<file path="config.mk">
export PLATFORM = sky130hd
export DESIGN_NAME = leitor_pixels_fonte
export DESIGN_NICKNAME = d
export VERILOG_FILES = /design/src/rtl/leitor_pixels_fonte_pkg.sv /design/src/rtl/leitor_pixels_fonte_calc_endereco.sv /design/src/rtl/leitor_pixels_fonte.sv
export SDC_FILE = /design/constraint.sdc
export NUM_CORES = 1
export LEC_CHECK = 0
export CORE_MARGIN = 8
export CORE_UTILIZATION = 40
export DETAILED_ROUTE_END_ITERATION = 12
export GPL_TIMING_DRIVEN = 0
export PLACE_DENSITY_LB_ADDON = 0.25
export SYNTH_ARGS = -nofsm -noshare
export SYNTH_HDL_FRONTEND = slang
export SYNTH_HIERARCHICAL = 1
export SYNTH_SLANG_ARGS = --single-unit
</file>
<file path="constraint.sdc">
create_clock -name clk -period 7.7 [get_ports clk]
set_clock_uncertainty 0.05 [all_clocks]
set_input_delay 1.54 -clock clk [delete_from_list [all_inputs] [get_ports clk]]
set_output_delay 1.54 -clock clk [all_outputs]
set_load 0.005 [all_outputs]
</file>
<file path="src/rtl/leitor_pixels_fonte_pkg.sv">
// Algorithm/zoom codes and FSM encoding shared by the source-pixel reader.
package leitor_pixels_fonte_pkg;

    localparam logic [3:0] ALG_NNI_ZIN  = 4'b0001;
    localparam logic [3:0] ALG_REP      = 4'b0010;
    localparam logic [3:0] ALG_NNI_ZOUT = 4'b0100;
    localparam logic [3:0] ALG_MEDIA    = 4'b1000;

    localparam logic [1:0] ZOOM_1X = 2'b00;
    localparam logic [1:0] ZOOM_2X = 2'b01;
    localparam logic [1:0] ZOOM_4X = 2'b10;

    localparam int COORD_W = 10;

    typedef enum logic [1:0] {
        OCIOSO  = 2'd0,
        LEITURA = 2'd1,
        ESPERA  = 2'd2,
        SAIDA   = 2'd3
    } estado_t;

    // log2 of the number of reads; zoom 11 falls through to the single-read case
    function automatic logic [2:0] log2_leituras(input logic [3:0] alg, input logic [1:0] zoom);
        if (alg == ALG_MEDIA && zoom == ZOOM_2X) return 3'd2;
        if (alg == ALG_MEDIA && zoom == ZOOM_4X) return 3'd4;
        return 3'd0;
    endfunction

endpackage

</file>
<file path="src/rtl/leitor_pixels_fonte_calc_endereco.sv">
// Clamps a source coordinate to the image and forms the linear RAM address.
// Purely combinational; no handshake.
module calc_endereco
    import leitor_pixels_fonte_pkg::*;
#(
    parameter int LARGURA = 320,
    parameter int ALTURA  = 240,
    parameter int ADDR_W  = 17
) (
    input  logic [COORD_W-1:0] x,
    input  logic [COORD_W-1:0] y,
    output logic [ADDR_W-1:0]  endereco
);

    localparam logic [COORD_W-1:0] X_MAX = COORD_W'(LARGURA - 1);
    localparam logic [COORD_W-1:0] Y_MAX = COORD_W'(ALTURA - 1);

    logic [COORD_W-1:0] xc;
    logic [COORD_W-1:0] yc;

    // LARGURA is a constant, so the multiply reduces to shifts and adds
    always_comb begin
        xc       = (x > X_MAX) ? X_MAX : x;
        yc       = (y > Y_MAX) ? Y_MAX : y;
        endereco = ADDR_W'(yc) * ADDR_W'(LARGURA) + ADDR_W'(xc);
    end

endmodule

</file>
<file path="src/rtl/leitor_pixels_fonte.sv">
// Reads 1/4/16 source pixels for one coordinate set and emits their (averaged) value.
// Latency N+RD_LAT+1 cycles from accept to out_valid; holds out_pixel while out_ready is low.
module leitor_pixels_fonte
    import leitor_pixels_fonte_pkg::*;
#(
    parameter int LARGURA = 320,
    parameter int ALTURA  = 240,
    parameter int ADDR_W  = 17,
    parameter int RD_LAT  = 1
) (
    input  logic              clk,
    input  logic              reset,
    input  logic              in_valid,
    output logic              in_ready,
    input  logic [3:0]        algoritmo,
    input  logic [1:0]        zoom,
    input  logic [159:0]      x_fonte,
    input  logic [159:0]      y_fonte,
    output logic              mem_rd_en,
    output logic [ADDR_W-1:0] mem_addr,
    input  logic [7:0]        mem_rdata,
    output logic              out_valid,
    input  logic              out_ready,
    output logic [7:0]        out_pixel
);

    estado_t            estado, estado_prox;
    logic [159:0]       x_r, y_r;
    logic [2:0]         shift_r;
    logic [3:0]         rd_cnt, ret_cnt, ultimo_idx;
    logic [4:0]         n_total;
    logic [11:0]        acc, soma;
    logic [RD_LAT-1:0]  tag;
    logic               aceita, ret_vld, ultimo_ret;
    logic [COORD_W-1:0] x_par, y_par;
    logic [ADDR_W-1:0]  endereco;

    assign in_ready   = (estado == OCIOSO) && !reset;
    assign aceita     = in_valid && in_ready;
    assign mem_rd_en  = (estado == LEITURA) && !reset;
    assign mem_addr   = mem_rd_en ? endereco : '0;
    assign out_valid  = (estado == SAIDA);

    assign n_total    = 5'd1 << shift_r;
    assign ultimo_idx = 4'(n_total - 5'd1);
    assign ret_vld    = tag[RD_LAT-1];
    assign ultimo_ret = ret_vld && (ret_cnt == ultimo_idx) && (estado == ESPERA);
    assign soma       = acc + 12'(mem_rdata);

    assign x_par = x_r[8'(rd_cnt) * 8'd10 +: COORD_W];
    assign y_par = y_r[8'(rd_cnt) * 8'd10 +: COORD_W];

    calc_endereco #(
        .LARGURA (LARGURA),
        .ALTURA  (ALTURA),
        .ADDR_W  (ADDR_W)
    ) u_calc_endereco (
        .x        (x_par),
        .y        (y_par),
        .endereco (endereco)
    );

    always_comb begin
        estado_prox = estado;
        case (estado)
            OCIOSO:  if (aceita) estado_prox = LEITURA;
            LEITURA: if (rd_cnt == ultimo_idx) estado_prox = ESPERA;
            ESPERA:  if (ultimo_ret) estado_prox = SAIDA;
            SAIDA:   if (out_ready) estado_prox = OCIOSO;
            default: estado_prox = OCIOSO;
        endcase
    end

    always_ff @(posedge clk) begin
        if (reset) begin
            estado    <= OCIOSO;
            x_r       <= '0;
            y_r       <= '0;
            shift_r   <= '0;
            rd_cnt    <= '0;
            ret_cnt   <= '0;
            acc       <= '0;
            out_pixel <= '0;
        end else begin
            estado <= estado_prox;
            if (aceita) begin
                x_r     <= x_fonte;
                y_r     <= y_fonte;
                shift_r <= log2_leituras(algoritmo, zoom);
                rd_cnt  <= '0;
                ret_cnt <= '0;
                acc     <= '0;
            end
            if (mem_rd_en) rd_cnt <= rd_cnt + 4'd1;
            if (ret_vld) begin
                acc     <= soma;
                ret_cnt <= ret_cnt + 4'd1;
            end
            if (ultimo_ret) out_pixel <= 8'(soma >> shift_r);
        end
    end

    // Each strobe travels RD_LAT stages so only real returns reach the accumulator
    generate
        if (RD_LAT == 1) begin : g_tag1
            always_ff @(posedge clk) begin
                if (reset) tag <= '0;
                else       tag <= mem_rd_en;
            end
        end else begin : g_tagn
            always_ff @(posedge clk) begin
                if (reset) tag <= '0;
                else       tag <= {tag[RD_LAT-2:0], mem_rd_en};
            end
        end
    endgenerate

endmodule
</file>
# Word level (Yosys, flattened, before mapping)
# Cells that the tools add are included.
[totals] register_bits=354 inputBits=338 out_inout_bits=28 elab_cells=70
[classes] addsub=5 mul=2 magnitude_cmp=2 n_eq_ne=12 shift=4 mux=24 n_reduce_logical=12
[ops] cell="160-bit by 9-bit indexed part select with 10-bit output" n=2
[ops] cell="12-bit 2-to-1 mux" n=2
[ops] cell="10-bit 2-to-1 mux" n=2
[ops] cell="17-bit by 10-bit adder with 17-bit output" n=1
[ops] cell="17-bit 2-to-1 mux" n=1
[ops] cell="12-bit by 8-bit adder with 12-bit output" n=1
[ops] cell="3-bit 2-to-1 mux" n=4
[ops] cell="4-bit 2-to-1 mux" n=3
[ops] cell="12-bit by 3-bit >> shifter with 8-bit output" n=1
[ops] cell="10-bit by 3-bit multiplier with 11-bit output (second input constant)" n=1
[ops] cell="10-bit by 8-bit > comparator with 1-bit output (second input constant)" n=1
[ops] cell="10-bit by 9-bit > comparator with 1-bit output (second input constant)" n=1
[ops] cell="4-bit by 1-bit adder with 4-bit output (second input constant)" n=2
[ops] cell="4-bit == test" n=2
[ops] cell="2-bit 2-to-1 mux" n=4
[ops] cell="2-bit one-hot mux with 4 select lines" n=1
[ops] cell="1-bit logical AND" n=7
[ops] cell="4-bit by 3-bit multiplier with 7-bit output (second input constant)" n=1
[ops] cell="1-bit 2-to-1 mux" n=7
[ops] cell="2-bit == test (second input constant)" n=3
[ops] cell="2-bit by 1-bit == test with 1-bit output (second input constant)" n=2
[ops] cell="4-bit == test (second input constant)" n=1
[ops] cell="2-bit by 1-bit inequality test with 1-bit output (second input constant)" n=2
[ops] cell="2-bit inequality test (second input constant)" n=2
[ops] cell="6 further kinds" n=7

# Logic depth before layout (Yosys ltp)
# Gate-level depths: netlist of the first run.
[depth] ltp_word=10 depth_mapped=17

# Hierarchy
# Netlist of the first run, hierarchy kept.
[by_module_without_submodules] module="leitor_pixels_fonte" instances=1 cells_each=1820 area_each_um2=16438.3 seq_area_each_um2=7066.8
[by_module_without_submodules] module="calc_endereco" instances=1 cells_each=97 area_each_um2=777.0 seq_area_each_um2=0.0

# Least setup slack after synthesis of the first run
# No wires, ideal clock.
[synth_timing] kind="register to output" start="register rd_cnt[0]" end="output port mem_addr[16]" arrival_time_ns=4.977 required_time_ns=6.110 slack_ns=1.133 stages_incl_launch_ff=17 cell_sequence="dfxtp_1 > buf_1 > mux4_2 > mux4_2 > and2_1 > a311o_1 > or2_2 > ha_1 > ha_1 > fa_1 > a211oi_1 > o21bai_1 > a21oi_2 > xor2_1 > nor4_2 > xor2_1 > and2_1"
[synth_via] elab_chain_cells=7
[synth_rtl] element="start: declaration" line_no="leitor_pixels_fonte.sv:30" text="logic [3:0] rd_cnt, ret_cnt, ultimo_idx;"
[synth_rtl] element="start signal: assignment" line_no="leitor_pixels_fonte.sv:94" text="if (mem_rd_en) rd_cnt <= rd_cnt + 4'd1;"
[synth_rtl] element="4-bit by 3-bit multiplier with 7-bit output *" line_no="leitor_pixels_fonte.sv:51" text="assign y_par = y_r[8'(rd_cnt) * 8'd10 +: COORD_W];"
[synth_rtl] element="160-bit by 9-bit indexed part select with 10-bit output *" line_no="leitor_pixels_fonte.sv:51"
[synth_rtl] element="named net y_par[4]" line_no="leitor_pixels_fonte.sv:35" text="logic [COORD_W-1:0] x_par, y_par;"
[synth_rtl] element="10-bit by 8-bit > comparator with 1-bit output" line_no="leitor_pixels_fonte_calc_endereco.sv:24" text="yc = (y > Y_MAX) ? Y_MAX : y;"
[synth_rtl] element="10-bit 2-to-1 mux *" line_no="leitor_pixels_fonte_calc_endereco.sv:24"
[synth_rtl] element="10-bit by 3-bit multiplier with 11-bit output *" line_no="leitor_pixels_fonte_calc_endereco.sv:25" text="endereco = ADDR_W'(yc) * ADDR_W'(LARGURA) + ADDR_W'(xc);"
[synth_rtl] element="17-bit by 10-bit adder with 17-bit output *" line_no="leitor_pixels_fonte_calc_endereco.sv:25"
[synth_rtl] element="named net endereco[16]" line_no="leitor_pixels_fonte.sv:36" text="logic [ADDR_W-1:0] endereco;"
[synth_rtl] element="17-bit 2-to-1 mux *" line_no="leitor_pixels_fonte.sv:41" text="assign mem_addr = mem_rd_en ? endereco : '0;"
[synth_rtl] element="end: declaration" line_no="leitor_pixels_fonte.sv:20" text="output logic [ADDR_W-1:0] mem_addr,"
# The timed path passes the listed nets; every way through them passes the cells marked *.

# Final worst setup path of the first run
[layout_timing] start="register rd_cnt[0]" end="output port mem_addr[15]"
# Same word-level chain as after synthesis.

==> metrics.yaml, run 1 <==
status: "finished, final reports clean"
hold_path.class: "reg2reg"
async_flop_share_pct: 0
post-route-period-util_pct: 96.4
fin_util_pct: 54.3
cts_tree: "done"
grt_overflow: 0
totalPowerFinal_w: 0.00695
synth_cell_types: 64
tightest_slew_ns: 0.832
fp-row-count: 76
required_ns: 6.11
grt_pass1_vias: 16300
grt_max_degree: 13
syn_inst: 1917
min_to: "x_r[8]$_SDFFE_PP0P_"
yosys_warnings: 6
areaGrowthSynthToFinish_pct: 34.9
fin_nets: 2718
cp_slowest_cell: "mux4_2"
vias: 15700
peakVddDrop_mv: 0.238
rsz0062_at_grt: "false"
antenna_found_initial: 5
slowest_delay_ns: 0.53
grt_usage_pct: 25.1
drt-total-wl_um: 64800
avgRoutedWirePerCell_um: 22.2
fin_hold_ws_ns: 0.420
cp_max_fo: 10
drtPass1Iterations: 6
p_per_area_nw_per_um2: 299
reg2reg_from: "estado[1]$_SDFFE_PP0P_"
layout_common_cells: "clkdlybuf4s50_1 (363), dfxtp_1 (352), nand2_1 (348)"
finalCriticalPeriod_ns: 7.42
critical_path_class: "reg2out"
cts_buffers: 40
cap_violations: 0
drt_iter0_drc: 1323
dieArea_um2: 49900
layout_commonest_cell: "clkdlybuf4s50_1"
crit_chain: "buf_8 > buf_12 > mux4_2 > mux4_2 > and2_1 > a311o_1 > or2_2 > ha_1 > ha_1 > fa_2 > a211oi_4 > o21bai_1 > a21oi_2 > xor2_1 > xor2_1 > and2_1 > clkdlybuf4s50_1"
seq_area_frac_synth_pct: 41.0
synth_seq_cells: 353
h-tree-depth: 2
routed_via_density: 5.39
fillers: 3901
finalSetupViolations: 0
endpoint_kind: "primary output"
clk_path_buf_depth: 3
start_util_pct: 40.2
synth_edf_count: 0
ff2ff_setup_slack_ns: 4.78
clk_pin_slew_worst_paths_ns: 0.06
drt.antenna.violating_nets: 0
cts_root_buffer: "clkbuf_16"
hpwl_um: 51000
layout-drive-gt1-share_pct: 11.1
critical_path_arrival_ns: 5.83
port_buffers: 364
coreArea_um2: 42800
slew_viol_final: 0
die_h_um: 223
syn_area_per_cell_um2: 8.98
die_w_um: 223
min_from: "x_r[8]$_SDFFE_PP0P_"
cp-startpoint: "rd_cnt[0]$_SDFFE_PP0P_"
pin_count: 366
reg2reg_to: "x_r[78]$_SDFFE_PP0P_"
finalHoldViolCount: 0
critPathLaunchType: "flop"
relSlewSlack_pct: 44.5
cts.sinks: 353
ff2ff_path_depth: 11
netlist_area_um2: 17200
drc: 0
ys.flop_type: "dfxtp_1"
grt_pass1_wl_um: 97000
gp_congestion: 0.924
max_freq_ghz: 0.135
clk_latency_ns: 0.52
min_delay_path_depth: 2
p_leak_nw: 8.40
Yosys cell counts, drive strengths merged, types with 2 or more instances:
cell,count,area share (%)
and2,19,0.69
o221ai,3,0.15
a31oi,5,0.18
or2,7,0.25
a311o,2,0.12
nand2b,323,12
a311oi,5,0.25
a21boi,2,0.087
o211a,2,0.12
and3,2,0.073
fa,3,0.35
o211ai,5,0.22
a221oi,2,0.20
buf,49,1.7
nor2,59,1.3
nor3b,7,0.31
mux4,101,13
ha,32,2.3
nand2,348,7.6
clkbuf,102,2.2
or3,11,0.40
a21o,7,0.31
mux2,2,0.13
o22a,2,0.10
a32oi,2,0.10
xor2,14,0.76
inv,11,0.24
a21oi,28,0.84
o31a,2,0.10
mux2i,7,0.41
xnor2,7,0.36
o21a,5,0.22
nand3,10,0.32
nor2b,7,0.25
nand4,2,0.073
o21ai,338,9.8
nor4,6,0.25
nor3,5,0.15
o21bai,4,0.20
dfxtp,353,41
a211oi,6,0.29
timing repair:
item,4_1_cts,5_1_grt
setup buffers,6,14
hold buffers,0,0
endpoints found under the setup margin,6,2
resized for setup,49,21
pin swaps,2,2
critical path, delay by kind of cell, from the launching register on:
family	cells	cell delay, ns
flops	1	0.37
simple gates	3	0.65
compound gates	4	0.89
xor+xnor	2	0.57
fa+ha+maj	3	0.93
buf+inv	3	0.83
mux	2	1.05
worst max path at each step:
stage | endpoint | depth (start not counted)
after floorplan | mem_addr[16] | 16
after global placement | mem_addr[16] | 18
after detailed placement | mem_addr[16] | 18
after CTS | mem_addr[16] | 18
after global routing | mem_addr[15] | 17
final | mem_addr[15] | 17
sequential cells by signal, summed over array words and instances (netlist names):
name / cells
acc: 12
estado: 2
out_pixel: 8
rd_cnt: 4
ret_cnt: 4
ret_vld: 1
shift_r: 2
x_r: 160
y_r: 160
cells by family (layout without fill, tap and decap cells):
logic type | count (synthesis) | in the layout | synth area share [%]
buffers and inverters | 162 | 616 | 4.20
adder cells (fa/ha/maj) | 35 | 35 | 2.67
flip-flops | 353 | 353 | 41.0
AO/OA/AOI/OAI | 426 | 426 | 13.6
other | 1 | 5 | 0.0218
AND/OR/NAND/NOR | 809 | 809 | 23.6
multiplexers | 110 | 110 | 13.8
XOR/XNOR | 21 | 21 | 1.11
area by class of cell:
| cell class | instances | area (um^2) | share of cell area, % |
|---|---|---|---|
| repair buffers | 384 | 3800 | 16.3 |
| diodes | 2 | 5.00 | 0.0215 |
| plain buffers | 151 | 837 | 3.60 |
| multi-input cells | 1404 | 9470 | 40.8 |
| clock inverters | 7 | 113 | 0.485 |
| clock buffers | 63 | 1220 | 5.25 |
| flip-flops and latches | 353 | 7070 | 30.4 |
| well taps | 546 | 683 | 2.94 |
| inverters | 11 | 41.3 | 0.178 |
metrics by stage:
stage	area [um^2]	TNS [ns]	worst slack, ns	std cells
after floorplan	17200	0	1.13	1919
after CTS	23000	0	0.0440	2905
after global routing	23200	0	0.0401	2921
final	23200	0	0.281	2921
after global placement	21500	-0.182	-0.139	2829
after detailed placement	21500	-0.317	-0.216	2829
report_power, final:
part / leakage (nW) / switching [W] / internal, W
clock network: 0.652 / 0.000764 / 0.00118
logic: 4.85 / 0.00136 / 0.00123
registers: 2.90 / 0.000223 / 0.00220
routing by layer:
layer	global-route usage, %	wire, um
met1	31.3	26800
met2	43.0	31500
met3	4.98	4350
met4	8.24	2030
met5	0	45
Note: power is estimated with default switching activity, not from simulation.
==> inputs of run 2 (changes only) <==
CORE_MARGIN = unset   (was 8)
SLEW_MARGIN = 30   (was unset)
==> run 2 against run 1 <==
Die area decreased by 12%. Sequential cell count unchanged. Clock power decreased by 3%. Critical path depth increased by 1. First-iteration DRC count decreased by 3.9%. Sequential share of layout area increased by 0.14 points. Power decreased by 0.85%. Routed wire length decreased by 3.3%. Critical path type unchanged. Highest routed layer unchanged.
==> metrics.yaml, run 2 (same netlist as run 1, synthesis figures left out) <==
layout_common_cells: "clkdlybuf4s50_1 (364), dfxtp_1 (352), nand2_1 (348)"  # was clkdlybuf4s50_1 (363), dfxtp_1 (352), nand2_1 (348)
cts_tree: "done"  # unchanged
crit_family: "multiplexers"  # unchanged
cts.sinks: 353  # unchanged
layout-drive-gt1-share_pct: 10.8  # was 11.1%
post-route-period-util_pct: 97.6  # was 96.4%
clk_path_buf_depth: 3  # unchanged
drt.antenna.violating_nets: 0  # unchanged
hpwl_um: 48800  # was 51000 um
finalCriticalPeriod_ns: 7.51  # was 7.42 ns
cts_hold_repair.buffers: 0  # unchanged
cap_violations: 0  # unchanged
crit_top_cell: "mux4_2"
reg2reg_to: "x_r[16]$_SDFFE_PP0P_"  # was x_r[78]$_SDFFE_PP0P_
cp_slowest_cell: "mux4_2"  # unchanged
grt_usage_pct: 28.3  # was 25.1%
ff2ff_setup_slack_ns: 4.73  # was 4.78 ns
status: "finished, final reports clean"  # unchanged
setup_ws_ns: 0.188  # was 0.281 ns
rsz0062_at_grt: "false"  # unchanged
layout_commonest_cell: "clkdlybuf4s50_1"  # unchanged
cp-startpoint: "rd_cnt[0]$_SDFFE_PP0P_"  # unchanged
pin_count: 366  # unchanged
cp.depth: 18  # was 17
critical_path_class: "reg2out"  # unchanged
vias: 15800  # was 15700
fin_nets: 2708  # was 2718
cp-endpoint: "mem_addr[16]"  # was mem_addr[15]
tightest_slew_ns: 0.881  # was 0.832 ns
critPathLaunchType: "flop"  # unchanged
drc: 0  # unchanged
cts_buffers: 39  # was 40
finalSetupViolations: 0  # unchanged
dieArea_um2: 43900  # was 49900 um^2
max_freq_ghz: 0.133  # was 0.135 GHz
reg2reg_from: "estado[0]$_SDFFE_PP0P_"  # was estado[1]$_SDFFE_PP0P_
port_buffers: 364  # unchanged
clk_pin_slew_worst_paths_ns: 0.06  # about the same
largest_registers: "x_r (160), y_r (160), acc (12)"  # unchanged
fp-row-count: 75  # was 76
slowest_delay_ns: 0.55  # was 0.53 ns
finalHoldViolCount: 0  # unchanged
antenna_found_initial: 4  # was 5
pre_cts_ws_ns: -0.246  # was -0.216 ns
cp_max_fo: 10  # unchanged
avgRoutedWirePerCell_um: 21.6  # was 22.2 um
grt_overflow: 0  # unchanged
die_w_um: 209  # was 223 um
die_h_um: 209  # was 223 um
grt_pass1_wl_um: 93200  # was 97000 um
grt_max_degree: 14  # was 13
gp_congestion: 0.934  # was 0.924
p_per_area_nw_per_um2: 298  # was 299 nW/um^2
fin_hold_ws_ns: 0.420  # about the same
fillers: 3809  # was 3901
areaGrowthSynthToFinish_pct: 34.4  # was 34.9%
drtPass1Iterations: 5  # was 6
fin_tns_setup_ns: 0  # unchanged
required_ns: 6.11  # about the same
ff2ff_path_depth: 11  # unchanged
critical_path_arrival_ns: 5.92  # was 5.83 ns
slew_viol_final: 0  # unchanged
coreArea_um2: 42200  # was 42800 um^2
grt_pass1_vias: 15900  # was 16300
cp_num_buf_inv: 4  # was 3
drt_iter0_drc: 1271  # was 1323
peakVddDrop_mv: 0.159  # was 0.238 mV
h-tree-depth: 2  # unchanged
drt-total-wl_um: 62600  # was 64800 um
routed_via_density: 5.43  # was 5.39
cts_root_buffer: "clkbuf_16"  # unchanged
crit_chain: "buf_12 > buf_4 > buf_8 > mux4_2 > mux4_2 > a311o_1 > or2_2 > ha_1 > ha_2 > fa_2 > a211oi_4 > o21bai_1 > a21oi_2 > xor2_2 > nor4_4 > xor2_1 > and2_1 > clkdlybuf4s50_1"  # was buf_8 > buf_12 > mux4_2 > mux4_2 > and2_1 > a311o_1 > or2_2 > ha_1 > ha_1 > fa_2 > a211oi_4 > o21bai_1 > a21oi_2 > xor2_1 > xor2_1 > and2_1 > clkdlybuf4s50_1
start_util_pct: 40.8  # was 40.2%
endpoint_kind: "primary output"  # unchanged
hold_path.class: "reg2reg"  # unchanged
relSlewSlack_pct: 41.3  # was 44.5%
p_leak_nw: 8.31  # was 8.40 nW
clk_latency_ns: 0.55  # was 0.52 ns
-- run 2: cell count changes in the layout (fill, tap and decap cells not counted), sizes merged --
cell,before,now
buf,70,60
clkbuf,163,156
clkinv,3,9
clkdlybuf4s50,363,364
clkinvlp,1,2
dlymetal6s2s,1,0
inv,11,12
-- run 2: final cells by class --
class / instances / area [um^2] / area share (%)
Timing Repair Buffer: 375 / 3730 / 16.1
Clock buffer: 55 / 1080 / 4.65
Inverter: 11 / 41.3 / 0.179
Tap cell: 539 / 674 / 2.92
Clock inverter: 15 / 193 / 0.833
Multi-Input combinational cell: 1404 / 9480 / 41.0
Buffer: 151 / 868 / 3.75
Sequential cell: 353 / 7070 / 30.6
Antenna cell: 2 / 5.00 / 0.0216
-- run 2: worst reg2reg max path, delay by kind of cell, from the launching register on --
| kind | cells | cell delay, ns |
|---|---|---|
| AND/OR/NAND/NOR | 3 | 0.54 |
| flip-flops | 1 | 0.34 |
| buffers and inverters | 6 | 1.65 |
| adder cells (fa/ha/maj) | 1 | 0.21 |
| AO/OA/AOI/OAI | 1 | 0.09 |
-- run 2: metal layers --
metal / wire (um) / part of all wire, % / vias to the layer above / track usage [%]
met5: 9 / 0.014 / - / 0
met4: 2370 / 3.8 / 2 / 11.6
met3: 4250 / 6.8 / 114 / 4.23
met2: 29300 / 47 / 612 / 46.0
met1: 26700 / 43 / 7671 / 37.6
li1: - / - / 7388 / -
-- run 2: power breakdown --
group | total (W) | internal, W | leakage (nW) | switching, W
clock network | 0.00189 | 0.00109 | 0.617 | 0.000804
logic | 0.00258 | 0.00121 | 4.79 | 0.00137
registers | 0.00242 | 0.00220 | 2.90 | 0.000219
-- run 2: metrics by stage --
| stage | cells | util [%] | area, um^2 | total power, W |
|---|---|---|---|---|
| 2_1_floorplan | 1919 | - | 17200 | 0.00393 |
| 3_3_place_gp | 2822 | 51.0 | 21500 | 0.00478 |
| 3_5_place_dp | 2822 | 51.0 | 21500 | 0.00484 |
| 4_1_cts | 2895 | 54.5 | 23000 | 0.00681 |
| 5_1_grt | 2904 | 54.8 | 23100 | 0.00722 |
| 6_report | 2905 | 54.8 | 23100 | 0.00689 |
-- run 2: how the worst min path moves through the flow --
stage                     startpoint                    end  slack, ns  cells after the start
4_1_cts         x_r[65]$_SDFFE_PP0P_   x_r[65]$_SDFFE_PP0P_       0.42                      2
2_1_floorplan  x_r[107]$_SDFFE_PP0P_  x_r[107]$_SDFFE_PP0P_       0.40                      2
3_5_place_dp    x_r[65]$_SDFFE_PP0P_   x_r[65]$_SDFFE_PP0P_       0.41                      2
3_3_place_gp    x_r[44]$_SDFFE_PP0P_   x_r[44]$_SDFFE_PP0P_       0.41                      2
6_report        x_r[65]$_SDFFE_PP0P_   x_r[65]$_SDFFE_PP0P_       0.42                      2
5_1_grt        x_r[155]$_SDFFE_PP0P_  x_r[155]$_SDFFE_PP0P_       0.43                      2
-- run 2: repair_timing --
item	CTS	global route
endpoints found under the setup margin	6	2
resized for setup	56	10
endpoints found under the hold margin	0	0
pin swaps	3	5
setup buffers	3	8
